$ cat src/rtl/tdm_pkg.sv
// Shared types and slot geometry for the TDM demultiplexer sequencer.
// Defining TDM_PARITY_EN adds a ninth (parity) slot to every frame.
package tdm_pkg;

    typedef enum logic {IDLE, RUN} tdm_state_e;

    localparam int unsigned SLOT_W    = 3;
    localparam int unsigned NUM_SLOTS = 8;

`ifdef TDM_PARITY_EN
    localparam int unsigned FRAME_SLOTS = NUM_SLOTS + 1;
    localparam int unsigned CNT_W       = SLOT_W + 1;
`else
    localparam int unsigned FRAME_SLOTS = NUM_SLOTS;
    localparam int unsigned CNT_W       = SLOT_W;
`endif

    localparam logic [CNT_W-1:0] LAST_SLOT = CNT_W'(FRAME_SLOTS - 1);

endpackage

$ cat src/rtl/tdm_demux_seq_if.sv
// Serial-in / demux-select-out bundle of tdm_demux_seq.
// With TDM_PARITY_EN defined the bundle also carries parity_err.
interface tdm_demux_seq_if;

    logic       din;
    logic       din_valid;
    logic       sync;
    logic       y;
    logic       s2;
    logic       s1;
    logic       s0;
    logic [7:0] frame;
    logic       frame_valid;
    logic       slot_err;
`ifdef TDM_PARITY_EN
    logic       parity_err;

    modport master (
        output din, din_valid, sync,
        input  y, s2, s1, s0, frame, frame_valid, slot_err, parity_err
    );

    modport slave (
        input  din, din_valid, sync,
        output y, s2, s1, s0, frame, frame_valid, slot_err, parity_err
    );
`else
    modport master (
        output din, din_valid, sync,
        input  y, s2, s1, s0, frame, frame_valid, slot_err
    );

    modport slave (
        input  din, din_valid, sync,
        output y, s2, s1, s0, frame, frame_valid, slot_err
    );
`endif

endinterface

$ cat src/rtl/tdm_slot_counter.sv
// Slot counter: advances on accepted bits, wraps at the frame end and realigns on sync.
// Frame length (8 or 9 slots) follows TDM_PARITY_EN through tdm_pkg.
module tdm_slot_counter
    import tdm_pkg::*;
(
    input  logic             clk,
    input  logic             rst,
    input  logic             run_i,
    input  logic             valid_i,
    input  logic             sync_i,
    input  logic             timeout_i,
    output logic [CNT_W-1:0] slot_o,
    output logic [CNT_W-1:0] acc_slot_o,
    output logic             accept_o,
    output logic             misalign_o
);

    logic [CNT_W-1:0] slot_q, slot_d;

    always_comb begin
        slot_d     = slot_q;
        accept_o   = valid_i & (sync_i | run_i);
        misalign_o = run_i & valid_i & sync_i & (slot_q != '0);
        // A sync always places its own bit in slot 0, whatever the counter says.
        acc_slot_o = sync_i ? '0 : slot_q;

        if (timeout_i) begin
            slot_d = '0;
        end else if (valid_i && sync_i) begin
            slot_d = CNT_W'(1);
        end else if (valid_i && run_i) begin
            slot_d = (slot_q == LAST_SLOT) ? '0 : slot_q + CNT_W'(1);
        end
    end

    always_ff @(posedge clk) begin
        if (rst) begin
            slot_q <= '0;
        end else begin
            slot_q <= slot_d;
        end
    end

    assign slot_o = slot_q;

endmodule

$ cat src/rtl/tdm_demux_seq.sv
// Serial TDM frame sequencer driving a 1-to-8 demux, with frame capture and error pulses.
// Optional TDM_PARITY_EN: ninth even-parity slot and parity_err pulse.
module tdm_demux_seq
    import tdm_pkg::*;
#(
    parameter int unsigned IDLE_TIMEOUT = 16
) (
    input logic           clk,
    input logic           rst,
    tdm_demux_seq_if.slave bus
);

    localparam logic [7:0] TO_LAST = 8'(IDLE_TIMEOUT - 1);

    tdm_state_e        state_q, state_d;
    logic [7:0]        to_cnt_q, to_cnt_d;
    logic [7:0]        shift_q, shift_d;
    logic              y_q, y_d;
    logic [SLOT_W-1:0] sel_q, sel_d;
    logic [7:0]        frame_q, frame_d;
    logic              fv_q, fv_d;
    logic              err_q, err_d;
`ifdef TDM_PARITY_EN
    logic              perr_q, perr_d;
`endif

    logic             run;
    logic             timeout;
    logic             accept;
    logic             misalign;
    logic             data_slot;
    logic [CNT_W-1:0] slot;
    logic [CNT_W-1:0] acc_slot;

    assign run     = (state_q == RUN);
    assign timeout = run & ~bus.din_valid & (to_cnt_q == TO_LAST);

    tdm_slot_counter u_slot (
        .clk        (clk),
        .rst        (rst),
        .run_i      (run),
        .valid_i    (bus.din_valid),
        .sync_i     (bus.sync),
        .timeout_i  (timeout),
        .slot_o     (slot),
        .acc_slot_o (acc_slot),
        .accept_o   (accept),
        .misalign_o (misalign)
    );

`ifdef TDM_PARITY_EN
    assign data_slot = (acc_slot != CNT_W'(NUM_SLOTS));
`else
    assign data_slot = 1'b1;
`endif

    always_comb begin
        state_d  = state_q;
        to_cnt_d = '0;
        shift_d  = shift_q;
        y_d      = 1'b0;
        sel_d    = sel_q;
        frame_d  = frame_q;
        fv_d     = 1'b0;
        err_d    = misalign | (timeout & (slot != '0));
`ifdef TDM_PARITY_EN
        perr_d   = 1'b0;
`endif

        if (run && !bus.din_valid && !timeout) begin
            to_cnt_d = to_cnt_q + 8'd1;
        end

        unique case (state_q)
            IDLE: if (bus.din_valid && bus.sync) state_d = RUN;
            RUN:  if (timeout) state_d = IDLE;
        endcase

        if (accept) begin
            if (data_slot) begin
                y_d   = bus.din;
                sel_d = acc_slot[SLOT_W-1:0];
            end
            // Slot 0 restarts the partial frame, dropping any misaligned leftovers.
            if (acc_slot == '0) begin
                shift_d = {7'b0, bus.din};
            end else if (data_slot) begin
                shift_d[acc_slot[SLOT_W-1:0]] = bus.din;
            end
            if (acc_slot == LAST_SLOT) begin
                fv_d = 1'b1;
`ifdef TDM_PARITY_EN
                frame_d = shift_q;
                perr_d  = bus.din ^ (^shift_q);
`else
                frame_d = {bus.din, shift_q[6:0]};
`endif
            end
        end
    end

    always_ff @(posedge clk) begin
        if (rst) begin
            state_q  <= IDLE;
            to_cnt_q <= '0;
            shift_q  <= '0;
            y_q      <= 1'b0;
            sel_q    <= '0;
            frame_q  <= '0;
            fv_q     <= 1'b0;
            err_q    <= 1'b0;
`ifdef TDM_PARITY_EN
            perr_q   <= 1'b0;
`endif
        end else begin
            state_q  <= state_d;
            to_cnt_q <= to_cnt_d;
            shift_q  <= shift_d;
            y_q      <= y_d;
            sel_q    <= sel_d;
            frame_q  <= frame_d;
            fv_q     <= fv_d;
            err_q    <= err_d;
`ifdef TDM_PARITY_EN
            perr_q   <= perr_d;
`endif
        end
    end

    assign bus.y                      = y_q;
    assign {bus.s2, bus.s1, bus.s0}   = sel_q;
    assign bus.frame                  = frame_q;
    assign bus.frame_valid            = fv_q;
    assign bus.slot_err               = err_q;
`ifdef TDM_PARITY_EN
    assign bus.parity_err             = perr_q;
`endif

endmodule

$ cat src/flat_wrapper.sv
// flat-port wrapper written by rule: the top's interface ports become plain ports
module tdm_demux_seq_flat import tdm_pkg::*;
#(
    parameter int unsigned IDLE_TIMEOUT = 16
)
  (clk, rst, bus_din, bus_din_valid, bus_sync, bus_y, bus_s2, bus_s1, bus_s0, bus_frame, bus_frame_valid, bus_slot_err);
  tdm_demux_seq_if bus_i ();
  input logic clk;
  input logic rst;
  input wire logic [$bits(bus_i.din)-1:0] bus_din;
  input wire logic [$bits(bus_i.din_valid)-1:0] bus_din_valid;
  input wire logic [$bits(bus_i.sync)-1:0] bus_sync;
  output wire logic [$bits(bus_i.y)-1:0] bus_y;
  output wire logic [$bits(bus_i.s2)-1:0] bus_s2;
  output wire logic [$bits(bus_i.s1)-1:0] bus_s1;
  output wire logic [$bits(bus_i.s0)-1:0] bus_s0;
  output wire logic [$bits(bus_i.frame)-1:0] bus_frame;
  output wire logic [$bits(bus_i.frame_valid)-1:0] bus_frame_valid;
  output wire logic [$bits(bus_i.slot_err)-1:0] bus_slot_err;
  assign bus_i.din = bus_din;
  assign bus_i.din_valid = bus_din_valid;
  assign bus_i.sync = bus_sync;
  assign bus_y = bus_i.y;
  assign bus_s2 = bus_i.s2;
  assign bus_s1 = bus_i.s1;
  assign bus_s0 = bus_i.s0;
  assign bus_frame = bus_i.frame;
  assign bus_frame_valid = bus_i.frame_valid;
  assign bus_slot_err = bus_i.slot_err;
  tdm_demux_seq #(.IDLE_TIMEOUT(IDLE_TIMEOUT)) u_core (.clk(clk), .rst(rst), .bus(bus_i));
endmodule
$ cat config.mk
export PLATFORM = sky130hd
export DESIGN_NAME = tdm_demux_seq_flat
export DESIGN_NICKNAME = d
export VERILOG_FILES = /design/src/rtl/tdm_pkg.sv /design/src/rtl/tdm_demux_seq_if.sv /design/src/rtl/tdm_slot_counter.sv /design/src/rtl/tdm_demux_seq.sv /design/src/flat_wrapper.sv
export SDC_FILE = /design/constraint.sdc
export NUM_CORES = 1
export LEC_CHECK = 0
export BUFFER_PORTS_ARGS = -buffer_cell sky130_fd_sc_hd__buf_2
export CORE_MARGIN = 10
export CORE_UTILIZATION = 50
export CTS_CLUSTER_SIZE = 10
export DETAILED_ROUTE_END_ITERATION = 10
export PLACE_DENSITY = 0.75
export SYNTH_ARGS = -nofsm -noshare
export SYNTH_HDL_FRONTEND = slang
export SYNTH_SLANG_ARGS = --single-unit
$ cat constraint.sdc
create_clock -name clk -period 1.7 [get_ports clk]
set_clock_uncertainty 0.2 [all_clocks]
set_input_delay 0.34 -clock clk [delete_from_list [all_inputs] [get_ports clk]]
set_output_delay 0.34 -clock clk [all_outputs]
set_load 0.01 [all_outputs]
==> results by group <==
Outcome
  • Status: finished clean

Route
  • Post-route ant nets: 0
  • Met2 wire length: 1.733 mm
  • Post-Route WL: 3.662 mm
  • Drt via density: 5.875
  • DRT iter0 DRCs: 83
  • DR top layer: met4
  • Via count: 1363
  • Met1 Wirelength: 1.620 mm
  • Met3 wire length: between 200 and 300 um
  • Total iterations of the first detailed-routing run: 4
  • Drt drc: 0
  • WL per Instance: approximately 16 um

Clocking
  • CTS Buf Count: 5
  • Clk sink count: 33
  • Clock transition at path regs: 100 ps
  • Clock Path Buffers: 2
  • Count of hold-fix buffers inserted at cts: 0
  • CTS root buffer: clkbuf_4
  • Worst-Skew Late Latency: 340 ps
  • CTS tree: done
  • H-Tree Depth: 2

Global route
  • Largest net degree at the start of global routing: 12
  • Total track usage: 13.72%
  • Total gr overflow: 0
  • Initial antenna violation count: 0
  • Vias in the first global route: 1292
  • First-pass GRT wire length: 5.940 mm

Synth
  • Top FF cell, synth: dfxtp_1
  • Synth warn: 0
  • Syn_nets: 182
  • Most frequent cell after synthesis: dfxtp_1
  • Yosys reg bits: 33
  • Synth top area share: 44.63%
  • Post-synth EDFFs: 0
  • Syn avg cell area: 8.556 sq um
  • Area leader, netlist: dfxtp_1
  • Synthesized instance count: 173
  • Post-synth ARST share: 0%
  • Top cells by count, synth: dfxtp_1 (33), a21oi_1 (20), o21ai_0 (17), nand3_1 (13), nand2_1 (11)
  • Top cells by area, synth: dfxtp_1 (45%), a21oi_1 (6.8%), o21ai_0 (5.7%), nand3_1 (4.4%), ha_1 (3.4%)
  • Post-synth cell types: 40
  • Cell Area, Synth: 1480 sq um
  • Sequential share of the synthesized area: ~45%

Power
  • Seq pwr share: a little under three fifths
  • Pint: 1.064 mW
  • Sw frac: 24.55%
  • Static leakage: 0.6934 nW
  • Worst VDD drop: roughly 0.00054 V
  • Net Sw Power: 0.3462 mW
  • Clk network pwr share: 36.4%
  • Comb power frac: 7.3%
  • PwrDens: 798.2 nW/um^2

Layout
  • Final nets: 209
  • Layout cells sized above 1: 24.38%
  • Finished Layout Cells: approximately 230
  • # diodes: 0
  • FILL cells: 236
  • Syn-to-layout area delta: 19.36%

STA
  • Minimum clock period: 1609 ps
  • RSZ-0062 raised after global routing: no
  • Achievable Freq: 621.6 MHz
  • Slew headroom: 70.37%
  • Worst-Margin Slew: around 440 ps
  • Fin crit share: between 90% and 100%
  • Final-report hold violation count: 0
  • # setup viols final: 0
  • Setup TNS Final: 0 ps
  • Max-slew violation count: 0

Placement
  • Placed Cells: 224
  • Port Buffers: 18
  • Dpl hpwl: about 2.6 mm
  • GP Congestion: 0.8999

Critical path
  • Startpoint types: register
  • Critical path required time: 1720 ps
  • CP Capture Type: register
  • Crit. Startpoint: u_core.to_cnt_q[6]$_SDFF_PP0_
  • Worst Reg-to-Reg Cells: 3
  • CP arrival: between 1500 and 2000 ps
  • Reg2reg start: u_core.to_cnt_q[6]$_SDFF_PP0_
  • Crit path kind: register to register
  • Worst-path maximum fanout: 7

Die
  • Die footprint: 5537 sq um
  • Rows: 19
  • Initial Util: 52.77%
  • Io pins: 19
  • Die Wd: about 74 um
  • Die Ht: 74.41 um
  • Area of the core: 2805 sq um

Run
  • Maximum Capacitance Violations: 0

Min path
  • Hold path cells: 3
  • Worst Hold Class: input pin to register
  • Hold_sp: bus_din
[power by group through the flow]
stage / clock (mW) / combinational, mW / sequential (mW)
6_report: 0.513 / 0.102 / 0.795
5_1_grt: 0.544 / 0.113 / 0.797
4_1_cts: 0.514 / 0.0998 / 0.793
3_5_place_dp: 0 / 0.0990 / 0.811
3_3_place_gp: 0 / 0.0955 / 0.810
2_1_floorplan: 0 / 0.0625 / 0.805
[critical path, cell delays in order (launching register included)]
cell	delay [ps]
dfxtp_1	350
or4_4	600
o21ai_0	220
a311oi_1	120
[per-layer routing]
| layer | GRT usage [%] | up-vias |
|---|---|---|
| met5 | 0 | - |
| met4 | 6.303 | 0 |
| met3 | 5.851 | 7 |
| met2 | 21.42 | 42 |
| met1 | 15.98 | 629 |
| li1 | - | 685 |
[area by class of cell]
cell class	instances	area (sq um)	area share, %
clock inverters	1	5.005	0.2833
well taps	31	38.79	2.195
multi-input cells	119	760.7	43.06
inverters	8	30.03	1.700
clock buffers	7	65.06	3.683
repair buffers	33	202.7	11.47
flip-flops and latches	33	664.4	37.61
[sequential cells by signal, summed over array words and instances (netlist names)]
signal	flops
u_core.bus.slot_err	1
u_core.sel_q	3
u_core.bus.frame	8
u_core.to_cnt_q	8
u_core.shift_q	7
u_core.bus.y	1
u_core.run	1
u_core.u_slot.slot_o	3
u_core.bus.frame_valid	1
[final timing paths]
path / endpoint / slack [ps]
worst max-delay path: u_core.to_cnt_q[3]$_SDFF_PP0_ / 90
worst min register to register: u_core.to_cnt_q[0]$_SDFF_PP0_ / 250
worst min-delay path: u_core.bus.frame[7]$_SDFFE_PP0P_ / 80
worst max register to register: u_core.to_cnt_q[3]$_SDFF_PP0_ / 90
[repair_timing]
item | in CTS | in global routing
setup buffers | 0 | 0
endpoints found under the setup margin | 4 | 12
resized for setup | 1 | 7
[metrics by stage]
step / power (mW) / utilization, % / cell area, sq um / setup WS, ps / hold WS (ps)
3_3_place_gp: 0.9056 / 59.46 / 1668 / 50.46 / 248.2
5_1_grt: 1.454 / 62.98 / 1767 / 11.70 / 90.25
4_1_cts: 1.407 / 62.13 / 1743 / -4.619 / 72.63
2_1_floorplan: 0.8679 / - / 1480 / 129.7 / 238.2
6_report: 1.410 / 62.98 / 1767 / 91.28 / 82.76
3_5_place_dp: 0.9097 / 59.46 / 1668 / 6.968 / 255.0
[kinds of logic (layout without fill, tap and decap cells)]
logic type / Yosys count / count (layout) / share of synthesized area [%]
AOI/OAI and AO/OA: 55 / 55 / 22.66
xor gates and xnor gates: 1 / 1 / 0.5918
adders and majority gates: 4 / 4 / 3.381
buffers and inverters: 21 / 49 / 5.664
DFF: 33 / 33 / 44.63
muxes: 2 / 2 / 1.353
and+or+nand+nor: 57 / 57 / 21.73
[cells in the final DEF (no fill, tap or decap), types with 2 or more instances in the layout]
cell      synthesis  layout
dfxtp_1          33      30
a21oi_1          20      20
buf_2             4      18
o21ai_0          17      17
buf_4             0      15
nand3_1          13      12
nand2_1          11      11
inv_1             8       8
nor2_1            7       7
nand2b_1          5       5
clkbuf_4          0       5
ha_1              4       4
nand3b_1          3       3
o31ai_1           4       3
nor3b_1           3       3
or3_1             3       3
dfxtp_2           0       3
a22oi_1           2       2
mux2i_1           2       2
o311ai_0          2       2
o31ai_2           1       2
clkbuf_8          0       2
(Power assumes the default switching activity.)
